`src/rtl/ram_port_arbiter.sv`:
```
// ram_port_arbiter
//   Shares one 1R1W RAM between two write clients and two read clients.
//   Writes and reads are arbitrated independently with 1-bit round-robin
//   pointers, so one write and one read can be granted in the same cycle.
//   A read that targets the address being written in the same cycle is held
//   off for one cycle, so it returns the freshly written data.
//   Read data comes back two cycles after the grant, tagged with the
//   requesting client through a small valid/ID shift pipeline.
//
// Ports
//   clk, rst                     clock, synchronous active-high reset
//   wN_req/wN_addr/wN_data       write request per client (N = 0,1)
//   wN_gnt                       combinational write grant
//   rN_req/rN_addr               read request per client
//   rN_gnt                       combinational read grant
//   rN_valid                     registered read-return strobe per client
//   rd_data                      read-return data (ram_q passed through)
//   ram_wren/ram_wraddress/ram_data/ram_rdaddress/ram_q   RAM wrapper side
module ram_port_arbiter #(
    parameter int DAT_WIDTH  = 36,
    parameter int ADDR_WIDTH = 7
) (
    input  logic                  clk,
    input  logic                  rst,
    input  logic                  w0_req,
    input  logic                  w1_req,
    input  logic [ADDR_WIDTH-1:0] w0_addr,
    input  logic [ADDR_WIDTH-1:0] w1_addr,
    input  logic [DAT_WIDTH-1:0]  w0_data,
    input  logic [DAT_WIDTH-1:0]  w1_data,
    output logic                  w0_gnt,
    output logic                  w1_gnt,
    input  logic                  r0_req,
    input  logic                  r1_req,
    input  logic [ADDR_WIDTH-1:0] r0_addr,
    input  logic [ADDR_WIDTH-1:0] r1_addr,
    output logic                  r0_gnt,
    output logic                  r1_gnt,
    output logic                  r0_valid,
    output logic                  r1_valid,
    output logic [DAT_WIDTH-1:0]  rd_data,
    output logic                  ram_wren,
    output logic [ADDR_WIDTH-1:0] ram_wraddress,
    output logic [DAT_WIDTH-1:0]  ram_data,
    output logic [ADDR_WIDTH-1:0] ram_rdaddress,
    input  logic [DAT_WIDTH-1:0]  ram_q
);

    // Round-robin pointers: the client named by the pointer wins a tie.
    logic wr_pri;
    logic rd_pri;

    logic w_any;    // some write request present (and not in reset)
    logic w_sel;    // write winner is client 1
    logic r_any;    // some read request present (and not in reset)
    logic r_sel;    // read winner is client 1
    logic hazard;   // read winner collides with this cycle's write
    logic r_fire;   // a read grant is issued this cycle

    // Read-return pipeline: stage 1 is one cycle after grant, stage 2 is
    // the cycle ram_q carries the data.
    logic [2:1] vld_pipe;
    logic [2:1] id_pipe;

    always_comb begin
        w_any  = !rst && (w0_req || w1_req);
        w_sel  = !rst && w1_req && (!w0_req || wr_pri);
        r_any  = !rst && (r0_req || r1_req);
        r_sel  = !rst && r1_req && (!r0_req || rd_pri);

        w0_gnt = w_any && !w_sel;
        w1_gnt = w_any && w_sel;

        ram_wren      = w0_gnt || w1_gnt;
        ram_wraddress = w1_gnt ? w1_addr : w0_addr;
        ram_data      = w1_gnt ? w1_data : w0_data;
        ram_rdaddress = r_sel  ? r1_addr : r0_addr;

        // Same-address read/write in one cycle: the write wins and the read
        // retries next cycle, so it never sees pre-write data.
        hazard = ram_wren && r_any && (ram_rdaddress == ram_wraddress);

        r0_gnt = r_any && !r_sel && !hazard;
        r1_gnt = r_any &&  r_sel && !hazard;
        r_fire = r0_gnt || r1_gnt;

        r0_valid = vld_pipe[2] && !id_pipe[2];
        r1_valid = vld_pipe[2] &&  id_pipe[2];
        rd_data  = ram_q;
    end

    always_ff @(posedge clk) begin
        if (rst) begin
            wr_pri   <= 1'b0;
            rd_pri   <= 1'b0;
            vld_pipe <= '0;
            id_pipe  <= '0;
        end else begin
            if (w_any)
                wr_pri <= !w_sel;
            if (r_fire)
                rd_pri <= !r_sel;
            vld_pipe <= {vld_pipe[1], r_fire};
            id_pipe  <= {id_pipe[1],  r1_gnt};
        end
    end

endmodule
```
`config.mk`:
```
export PLATFORM = sky130hd
export DESIGN_NAME = ram_port_arbiter
export DESIGN_NICKNAME = d
export VERILOG_FILES = /design/src/rtl/ram_port_arbiter.sv
export SDC_FILE = /design/constraint.sdc
export NUM_CORES = 1
export LEC_CHECK = 0
export ABC_AREA = 1
export CAP_MARGIN = 30
export CORE_AREA = 2 2 91 93
export CTS_CLUSTER_DIAMETER = 100
export CTS_CLUSTER_SIZE = 16
export DETAILED_ROUTE_END_ITERATION = 7
export DIE_AREA = 0 0 93 95
export PLACE_DENSITY = 0.71
export SLEW_MARGIN = 20
export SYNTH_ARGS = -nofsm -noshare
export SYNTH_HDL_FRONTEND = slang
export SYNTH_SLANG_ARGS = --single-unit
```
`constraint.sdc`:
```
create_clock -name clk -period 1.97 [get_ports clk]
set_clock_uncertainty 0.05 [all_clocks]
set_input_delay 0.197 -clock clk [delete_from_list [all_inputs] [get_ports clk]]
set_output_delay 0.197 -clock clk [all_outputs]
set_load 0.01 [all_outputs]
```
# == Yosys cells after proc, flatten, opt, wreduce, memory -nomap -nowiden ==
# Index checks and enable logic that the tools add are counted.
# word_totals
reg_bits,6
latch_bits,0
mem_bits_rw,0
rom_bits,0
inputBits,142
out_inout_bits,93
wordCells,37
mem_count,0
# op_classes
add_sub_neg,0
n_mul,0
div,0
magnitude_cmp,0
eq_ne,1
shift,0
mux,3
bitwise_logic,0
n_reduce_logical,29
# ops
operator,n
$mux W36,1
$logic_and A1 B1 Y1,16
$mux W7,2
$eq A7 B7 Y1,1
$logic_not A1 Y1,7
$logic_or A1 B1 Y1,6

# == Logic depth before layout (Yosys ltp) ==
# Gate-level depths: netlist of run 1.
# logic_depth
word_depth,11
depth_mapped,15
ltp_nobuf,14

# == Least setup slack after synthesis of run 1 ==
# Ideal clock, no wire load.
# synth_timing
path_kind,flip-flop to output port
from,register wr_pri
to,output r0_gnt
t_arrival_ns,1.400
t_required_ns,1.723
path_slack_ns,0.323
path_stages_with_launch,14
n_path_buf,1
path_cell_list,dfxtp_1 > inv_1 > nand2_1 > buf_2 > nand3_1 > nand2_1 > nand2_1 > nand2_1 > clkinv_1 > nand2_1 > nor2_1 > nand2_1 > nand3_1 > inv_1
# synth_via
elab_cells_between_ends,12
classes_between,1 x eq/ne; 1 x mux; 10 x reduce/logical
# synth_lines
item,line,text
start: declaration,50,logic wr_pri;
start signal: assignment,100,wr_pri <= !w_sel;
$logic_or A1 B1 Y1,67,w_sel = !rst && w1_req && (!w0_req || wr_pri);
$logic_and A1 B1 Y1,67,
$logic_and A1 B1 Y1,72,w1_gnt = w_any && w_sel;
$mux W7,75,ram_wraddress = w1_gnt ? w1_addr : w0_addr;
via ram_wraddress[5],43,"output logic [ADDR_WIDTH-1:0] ram_wraddress,"
$eq A7 B7 Y1,81,hazard = ram_wren && r_any && (ram_rdaddress == ram_wraddress);
$logic_and A1 B1 Y1,81,
$logic_not A1 Y1,83,r0_gnt = r_any && !r_sel && !hazard;
$logic_and A1 B1 Y1,83,
end: declaration,37,"output logic r0_gnt,"
# The timed path passes the listed nets, and every way through them passes these cells.

# == Final worst setup path of run 1 ==
# layout_timing
from,register wr_pri
to,output r0_gnt
# layout_via
elab_chain_len,9
elab_cells_between_ends,12
classes_between,1 x eq/ne; 1 x mux; 10 x reduce/logical
# layout_lines
item,line
$logic_or A1 B1 Y1 (*),67
$logic_and A1 B1 Y1 (*),67
branches (longest 4 deep; another with $mux W7),-
$logic_and A1 B1 Y1 (*),81
$logic_not A1 Y1 (*),83
$logic_and A1 B1 Y1 (*),83
# Every way passes the cells marked *.

==> impl_metrics.json, run 1 <==
{
  "number_of_distinct_standard_cells_referenced_by_the_synthesized_netlist": 23,
  "p_leak_nw": 1.79,
  "drive_gt1_share_pct": 19.3,
  "num_vias": 2308,
  "root_buffer": "clkbuf_8",
  "synthDominantCellAreaShare_pct": 40.7,
  "ctsLongestPathBuffers": 2,
  "synth_adder_area_share_pct": 0,
  "rows": 33,
  "port-buffer-count": 162,
  "share_of_the_synthesized_area_in_compound_gates_ao_oa_aoi_oai_pct": 2.75,
  "drt_iter0_drc": 34,
  "maxSlewViolCount": 0,
  "yosys-top-cells-area": "nand2_1, buf_4, dfxtp_1",
  "post-dp-hpwl_mm": 5.50,
  "cts-buffers-inserted": 3,
  "source_of_the_worst_register_to_register_timing_path": "wr_pri$_SDFFE_PP0P_",
  "layout_min_cycle_time_ps": 1940,
  "synth_sequential_area_ratio_pct": 7.76,
  "worst_setup_path_type": "register to primary output",
  "slew_headroom_pct": 81.6,
  "syn_avg_cell_area_um2": 5.04,
  "critical_path.startpoint_type": "register",
  "p_per_area_nw_per_um2": 315,
  "hold_start": "w1_req",
  "synthToLayoutAreaGrowth_pct": 119,
  "detail_route.wirelength_mm": 6.66,
  "synth_cells": 307,
  "post_synth_xor_area_fraction_pct": 0,
  "core_um2": 7930,
  "grt.overflow.total": 0,
  "synthesis.yosys.warnings": 0,
  "top_level_ports": 235,
  "fmaxAchievable_mhz": 516,
  "endpoint_kind": "primary output",
  "setup_slack_ps": 30.6,
  "detail_route.drc_violations": 0,
  "slew_of_the_pin_with_the_lowest_slew_margin_ps": 276,
  "count_of_hold_fix_buffers_inserted_at_cts": 0,
  "die-height_um": 95,
  "antenna_violation_net_count_after_detailed_routing": 0,
  "run_status": "completed",
  "final_net_count": 606,
  "critPathArrivalTime_ps": 1690,
  "max-cap-violations": 0,
  "design.die.area_um2": 8840,
  "final_core_utilization_pct": 42.9,
  "wire_length_of_the_first_global_routing_pass_mm": 9.92,
  "grt_antenna_before_repair": 0,
  "synthDominantAreaCellType": "nand2_1",
  "tritoncts_num_sinks": 6,
  "synth.mux.area_fraction_pct": 0,
  "synth_simple_gate_area_share_pct": 59.8,
  "placed_cells_incl_taps": 558,
  "post-route-period-util_pct": 98.4,
  "mappedNetlistArea_um2": 1550,
  "clock_tree_from_tritoncts": "done",
  "globalRouteTotalUtil_pct": 13.7,
  "finalNonFillerCells": 567,
  "n_antenna_cell": 0,
  "number_of_global_route_vias_before_repair": 2238,
  "firstDrtPassIters": 4,
  "synth_top_family_by_area": "simple AND/OR/NAND/NOR gates",
  "insertion_delay_ps": 220,
  "critical_path.max_fanout": 6,
  "critPathRequiredTime_ps": 1720,
  "start_util_pct": 19.5,
  "startpoint": "wr_pri$_SDFFE_PP0P_",
  "grt_start_max_net_pins": 25,
  "hold_violation_count_in_the_final_report": 0,
  "clk_pin_slew_ps": 30,
  "dp_worst_setup_slack_ps": -644,
  "yosys_register_bits": 6,
  "worst_voltage_drop_across_the_vdd_grid_v": 0.000155,
  "dieWidth_um": 93,
  "fin_hold_ws_ps": 239,
  "rsz0062_at_grt": "true",
  "holdCritPathClass": "input port to register",
  "routed_wire_length_per_instance_um": 11.7,
  "final_report_setup_violation_count": 0,
  "ctsHtreeMaxLevel": 1,
  "syn-num-nets": 449,
  "timing.setup.tns_ps": 0,
  "vias_per_cell": 4.07,
  "gpl.final_weighted_congestion": 0.839
}
-- cells in the mapped netlist --
cell type and n:
inv_1 29, nand3b_1 6, dfxtp_1 6, a21oi_2 1
o21ai_0 1, nand2_2 12, buf_4 36, buf_1 3
a21oi_1 1, nand2_1 168, nand4_1 1, clkbuf_1 3
nand3_1 12, nor2_8 2, clkinv_2 1, buf_2 3
nor3_1 1, buf_6 3, nor2_1 11, clkinv_1 1
o21ai_1 3, o21ai_2 1, nand2_4 2
-- path summary, 6_finish.rpt --
path | slack [ps] | cells past startpoint | end
worst min-delay path | 240 | 4 | wr_pri$_SDFFE_PP0P_
worst min register to register | 350 | 2 | vld_pipe[2]$_SDFF_PP0_
worst max-delay path | 30 | 14 | r0_gnt
worst max register to register | 190 | 15 | rd_pri$_SDFFE_PP0P_
-- power by group --
part	total, mW	leakage (nW)	switching, mW	internal, mW
sequential	0.136	0.0503	0.00417	0.132
clock	0.182	0.0216	0.0507	0.131
combinational	0.752	1.72	0.317	0.435
-- what timing repair did --
item	CTS	global route
cloned	3	1
hold endpoints to repair	0	0
pin swaps	12	23
buffers inserted	0	2
setup endpoints to repair	55	10
resized for setup	79	26
-- cell type report --
type,count,area [um2]
clock buffers,3,41.3
fillers,861,4530
inverters,31,120
multi-input cells,225,1100
flip-flops and latches,6,123
well taps,105,131
repair buffers,197,1880
-- flip-flops by register name, summed over array words and instances (netlist names) --
name	count
id_pipe	2
wr_pri	1
rd_pri	1
vld_pipe	2
-- metrics by stage --
stage	instance area (um2)	total power, mW
finish	3400	1.07
CTS	3310	1.06
global placement	3210	0.884
floorplan	1550	0.469
global route	3400	1.16
detailed placement	3210	0.889
-- cell usage in the layout, fill, tap and decap left out, types with 5 or more instances in the layout --
master           Yosys  layout
nand2_1            168     161
clkdlybuf4s50_1      0     114
dlygate4sd2_1        0      43
buf_4               36      25
inv_1               29      22
nand2_2             12      17
nor2_1              11      10
inv_2                0       7
buf_6                3       7
nand3b_1             6       6
nand3_1             12       6
nand3_2              0       5
-- cell families (layout without fill, tap and decap cells) --
family / after synthesis / in the layout
AO/OA/AOI/OAI: 7 / 7
AND/OR/NAND/NOR: 215 / 218
flip-flops: 6 / 6
buffers and inverters: 79 / 231
-- worst max-delay path, cell delays in order (launching register included) --
cell	delay (ps)
dfxtp_2	320
inv_2	80
nand2_8	90
buf_4	170
nand3b_1	90
nand2_1	70
nand2_1	60
nand2_1	50
inv_2	40
nand2_1	40
nor2_1	100
nand2_1	100
nand3_2	110
inv_2	40
buf_6	110
-- per-layer routing --
metal	track usage, %	wire length (um)	vias to the layer above
li1	-	-	1189
met1	15.6	2530	1005
met2	25.2	3400	103
met3	4.23	593	11
met4	2.70	142	0
met5	0	0	-
Power figures use the tool's default switching activity.
==> inputs of run 2 (changes only) <==
--- a/config.mk
+++ b/config.mk
@@ -12,6 +12,7 @@
 export CTS_CLUSTER_SIZE = 16
 export DETAILED_ROUTE_END_ITERATION = 7
 export DIE_AREA = 0 0 93 95
+export GPL_TIMING_DRIVEN = 0
 export PLACE_DENSITY = 0.71
 export SLEW_MARGIN = 20
 export SYNTH_ARGS = -nofsm -noshare
==> run 2 against run 1 <==
- clock-buffer cell count unchanged
- core utilization is 7.7 points higher
- critical path depth rose by 1
- via count increased by 9.2%
- worst setup slack improved by 7.8 ps
- final cell count grew 11%
- largest power group unchanged
==> impl_metrics.json, run 2 (same netlist as run 1, synthesis figures left out) <==
{
  "wire_length_of_the_first_global_routing_pass_mm": 10.7,
  "slew_headroom_pct": 87.4,
  "design.die.area_um2": 8840,
  "post-route-period-util_pct": 98.1,
  "start_util_pct": 19.5,
  "insertion_delay_ps": 220,
  "drive_gt1_share_pct": 22.0,
  "grt_antenna_before_repair": 0,
  "run_status": "completed",
  "worst_setup_path_type": "register to primary output",
  "rows": 33,
  "rsz0062_at_grt": "true",
  "hold_violation_count_in_the_final_report": 0,
  "most-common-layout-cells": "nand2_1, clkdlybuf4s50_1, buf_4",
  "num_vias": 2520,
  "endpoint_kind": "primary output",
  "detail_route.drc_violations": 0,
  "p_per_area_nw_per_um2": 299,
  "timing.setup.tns_ps": 0,
  "ctsLongestPathBuffers": 2,
  "clock_tree_from_tritoncts": "done",
  "dieWidth_um": 93,
  "p_int_mw": 0.800,
  "routed_wire_length_per_instance_um": 12.0,
  "switching_power_mw": 0.400,
  "critPathArrivalTime_ps": 1680,
  "multi_input_comb_area_um2": 1070,
  "ff_latch_area_um2": 123,
  "n_antenna_cell": 0,
  "critical_path.max_fanout": 7,
  "critPathRequiredTime_ps": 1720,
  "drt_iter0_drc": 34,
  "vias_per_cell": 4.01,
  "dp_worst_setup_slack_ps": -813,
  "die-height_um": 95,
  "critical_path.startpoint_type": "register",
  "post-dp-hpwl_mm": 6.30,
  "cts-buffers-inserted": 3,
  "final_net_count": 667,
  "ctsHtreeMaxLevel": 1,
  "gpl.final_weighted_congestion": 0.783,
  "max-cap-violations": 0,
  "root_buffer": "clkbuf_8",
  "switching_share_pct": 33.3,
  "core_um2": 7930,
  "final_common_cell": "nand2_1",
  "port-buffer-count": 197,
  "number_of_global_route_vias_before_repair": 2376,
  "antenna_violation_net_count_after_detailed_routing": 0,
  "top_level_ports": 235,
  "layout_min_cycle_time_ps": 1930,
  "seq_power_share_pct": 11.3,
  "synthToLayoutAreaGrowth_pct": 159,
  "final_report_setup_violation_count": 0,
  "holdCritPathClass": "input port to register",
  "finalNonFillerCells": 628,
  "grt_start_max_net_pins": 11,
  "maxSlewViolCount": 0,
  "p_leak_nw": 2.13,
  "setup_slack_ps": 38.3,
  "fmaxAchievable_mhz": 518,
  "detail_route.wirelength_mm": 7.51,
  "combinational_fraction_of_design_power_pct": 74.1,
  "layout_top_registers": "id_pipe (2), vld_pipe (2)",
  "clk_pin_slew_ps": 30,
  "fillerInstances": 804,
  "tritoncts_num_sinks": 6,
  "placedInstanceArea_um2": 3650,
  "total_power_mw": 1.20,
  "grt.overflow.total": 0,
  "worst_voltage_drop_across_the_vdd_grid_v": 0.000187,
  "power.share.clock_pct": 14.6,
  "placed_cells_incl_taps": 609,
  "globalRouteTotalUtil_pct": 14.9,
  "stdcell_area_um2": 4010,
  "slew_of_the_pin_with_the_lowest_slew_margin_ps": 188,
  "count_of_hold_fix_buffers_inserted_at_cts": 0,
  "firstDrtPassIters": 4
}
## run 2: changes by cell type in the layout (fill, tap and decap cells not counted), sizes merged
cell / delta
clkdlybuf4s50: +40
buf: +25
dlygate4sd2: -10
dlymetal6s2s: +7
nand2: -3
clkbuf: +2
## run 2: path summary, 6_finish.rpt
kind                           end  cells after the start                   from  slack [ps]
max                         r0_gnt                     15    rd_pri$_SDFFE_PP0P_          40
min            rd_pri$_SDFFE_PP0P_                      2                    rst         180
max reg2reg    rd_pri$_SDFFE_PP0P_                     15    wr_pri$_SDFFE_PP0P_         230
min reg2reg  id_pipe[2]$_SDFF_PP0_                      2  id_pipe[1]$_SDFF_PP0_         350
## run 2: what timing repair did
action | CTS | global route
gates cloned | 1 | 1
setup buffers | 10 | 5
endpoints found under the setup margin | 51 | 11
gates resized for setup | 78 | 36
pin swaps | 9 | 14
## run 2: area by class of cell
| type | instances | area share, % |
|---|---|---|
| Buffer | 48 | 10.6 |
| Clock buffer | 3 | 1.03 |
| Inverter | 31 | 2.93 |
| Multi-Input combinational cell | 222 | 26.7 |
| Sequential cell | 6 | 3.06 |
| Tap cell | 105 | 3.28 |
| Timing Repair Buffer | 213 | 52.5 |
## run 2: through the flow
step                      util, %  hold slack [ps]
final                        50.6              177
after global routing         50.6              189
after CTS                    48.7              177
after detailed placement     46.1              349
after global placement       46.1              342
after floorplan                 -              338
## run 2: power groups by stage
stage | Sequential, mW | Combinational (mW) | Clock (mW)
after detailed placement | 0.136 | 0.851 | 0
final | 0.135 | 0.889 | 0.175
after floorplan | 0.135 | 0.334 | 0
after global placement | 0.136 | 0.844 | 0
after CTS | 0.135 | 0.864 | 0.181
after global routing | 0.136 | 0.965 | 0.189
## run 2: per-layer routing
| layer | vias up | part of all wire, % | global-route usage [%] |
|---|---|---|---|
| li1 | 1309 | - | - |
| met1 | 1095 | 35 | 15.9 |
| met2 | 112 | 56 | 29.3 |
| met3 | 4 | 9.0 | 4.39 |
| met4 | 0 | 0.49 | 2.21 |
| met5 | - | 0 | 0 |
## run 2: worst max-delay path, stage by stage (launching register included)
cell and delay, ps:
dfxtp_2 330, inv_2 40, nand2_4 100, nand2_8 80
buf_6 130, nand2_1 70, nand2_2 60, nand2_1 70
nand2_1 50, inv_2 50, nand2_2 50, nor2_2 110
nand2_2 80, nand3_2 80, inv_1 40, buf_2 130
==> inputs of run 3 (changes only) <==
--- a/config.mk
+++ b/config.mk
@@ -7,13 +7,13 @@
 export LEC_CHECK = 0
 export ABC_AREA = 1
 export CAP_MARGIN = 30
-export CORE_AREA = 2 2 91 93
+export CORE_AREA = 2 2 90 92
 export CTS_CLUSTER_DIAMETER = 100
 export CTS_CLUSTER_SIZE = 16
 export DETAILED_ROUTE_END_ITERATION = 7
-export DIE_AREA = 0 0 93 95
+export DIE_AREA = 0 0 92 94
+export DONT_BUFFER_PORTS = 1
 export GPL_TIMING_DRIVEN = 0
-export PLACE_DENSITY = 0.71
 export SLEW_MARGIN = 20
 export SYNTH_ARGS = -nofsm -noshare
 export SYNTH_HDL_FRONTEND = slang
==> run 3 against run 2 <==
- final cell count is 33% lower
- fmax is 0.80% higher
- routed wire length is 16% lower
- first-iteration DRC count is 47% higher
- flip-flop and latch count stayed put
- clock power is 2% higher
- worst hold slack worse by 10 ps
- core utilization is 25 points lower
- combinational power is 49% lower
- sequential power hardly changed
- design area is 51% lower
- critical path depth is 3 lower
- critical endpoint unchanged
- highest routed layer unchanged
==> impl_metrics.json, run 3 (same netlist as run 1, synthesis figures left out) <==
{
  "worst_setup_path_type": "register to primary output",
  "holdCritPathClass": "input port to register",
  "routed_wire_length_per_instance_um": 15.1,
  "port-buffer-count": 0,
  "stdcell_area_um2": 1970,
  "tritoncts_num_sinks": 6,
  "startpoint": "rd_pri$_SDFFE_PP0P_",
  "core_um2": 7610,
  "fmaxAchievable_mhz": 522,
  "rows": 32,
  "critPathRequiredTime_ps": 1720,
  "most-common-layout-cells": "nand2_1, buf_4, inv_1",
  "placedInstanceArea_um2": 1680,
  "hold_start": "rst",
  "vias_per_cell": 4.41,
  "num_vias": 1853,
  "drive_gt1_share_pct": 34.0,
  "layout_min_cycle_time_ps": 1920,
  "synthToLayoutAreaGrowth_pct": 27.3,
  "critical_path.max_fanout": 7,
  "maxSlewViolCount": 0,
  "grt_start_max_net_pins": 11,
  "source_of_the_worst_register_to_register_timing_path": "rd_pri$_SDFFE_PP0P_",
  "p_per_area_nw_per_um2": 391,
  "final_common_cell": "nand2_1",
  "slew_headroom_pct": 70.1,
  "globalRouteTotalUtil_pct": 12.5,
  "detail_route.drc_violations": 0,
  "hold_violation_count_in_the_final_report": 0,
  "final_report_setup_violation_count": 0,
  "critical_path.startpoint_type": "register",
  "max-cap-violations": 0,
  "clk_pin_slew_ps": 40,
  "drt_iter0_drc": 50,
  "design.die.area_um2": 8650,
  "run_status": "completed",
  "grt.overflow.total": 0,
  "critPathArrivalTime_ps": 1670,
  "top_level_ports": 235,
  "final_net_count": 462,
  "wire_length_of_the_first_global_routing_pass_mm": 8.32,
  "insertion_delay_ps": 220,
  "detail_route.wirelength_mm": 6.34,
  "ctsLongestPathBuffers": 2,
  "finalNonFillerCells": 420,
  "timing.setup.tns_ps": 0,
  "number_of_global_route_vias_before_repair": 1565,
  "clock_tree_from_tritoncts": "done",
  "die-height_um": 94,
  "antenna_violation_net_count_after_detailed_routing": 0,
  "gpl.final_weighted_congestion": 0.763,
  "layout_top_registers": "id_pipe (2), vld_pipe (2)",
  "firstDrtPassIters": 4,
  "placed_cells_incl_taps": 409,
  "post-dp-hpwl_mm": 5.47,
  "p_leak_nw": 1.18,
  "worst_voltage_drop_across_the_vdd_grid_v": 0.000185,
  "n_antenna_cell": 0,
  "slew_of_the_pin_with_the_lowest_slew_margin_ps": 446,
  "ctsHtreeMaxLevel": 1,
  "final_core_utilization_pct": 25.9,
  "start_util_pct": 20.3,
  "grt_antenna_before_repair": 0,
  "rsz0062_at_grt": "true",
  "endpoint_kind": "primary output",
  "cts-buffers-inserted": 3,
  "root_buffer": "clkbuf_8",
  "dieWidth_um": 92,
  "post-route-period-util_pct": 97.3
}
## run 3: cell count changes in the layout (fill, tap and decap cells not counted), sizes merged
cell and change:
dlymetal6s2s -8, dlygate4sd2 -33, clkbuf +3, buf -13
clkdlybuf4s50 -154
## run 3: metrics by stage
step                      worst slack, ps  power [mW]  hold WS, ps
after floorplan                       323       0.469          338
after global placement               54.6       0.526          341
after detailed placement             35.2       0.532          346
after CTS                           -11.0       0.729          171
after global routing                -74.8       0.837          165
final                                53.8       0.771          167
## run 3: area by class of cell
type	instances	area, um2
plain buffers	48	365
clock buffers	3	41.3
fillers	882	5640
inverters	31	119
multi-input cells	222	1080
flip-flops and latches	6	123
well taps	102	128
repair buffers	8	111
## run 3: worst paths after layout
kind / slack [ps] / cells past startpoint / to
max: 50 / 12 / r0_gnt
min: 170 / 2 / rd_pri$_SDFFE_PP0P_
max reg2reg: 210 / 14 / rd_pri$_SDFFE_PP0P_
min reg2reg: 350 / 2 / vld_pipe[2]$_SDFF_PP0_
## run 3: power breakdown
part	leakage [nW]	switching [mW]	internal, mW
clock network	0.0216	0.0481	0.131
logic	1.11	0.281	0.176
registers	0.0503	0.00393	0.132
## run 3: critical path, stage by stage, from the launching register on
cell       delay, ps
dfxtp_2          330
inv_2             40
nand2_4          130
nand2_8           90
clkbuf_16        170
o21ai_2          100
nand2_1           50
nand2_1           80
nand2_1           70
nor2_2           120
nand2_2          100
nand3_2          110
inv_2             60
## run 3: routing by layer
layer  track usage (%)  vias up  share of wire (%)
met1              13.5      831                 35
li1                  -      901                  -
met5                 0        -                  0
met2              24.8      117                 56
met3              3.69        4                8.1
met4              1.24        0               0.32
## run 3: timing repair
action                                  CTS  global route
hold buffers                              0             0
pin swaps                                 2            20
cloned                                    0             3
resized for setup                        12            43
endpoints found under the setup margin   10            32
setup buffers                             1             4
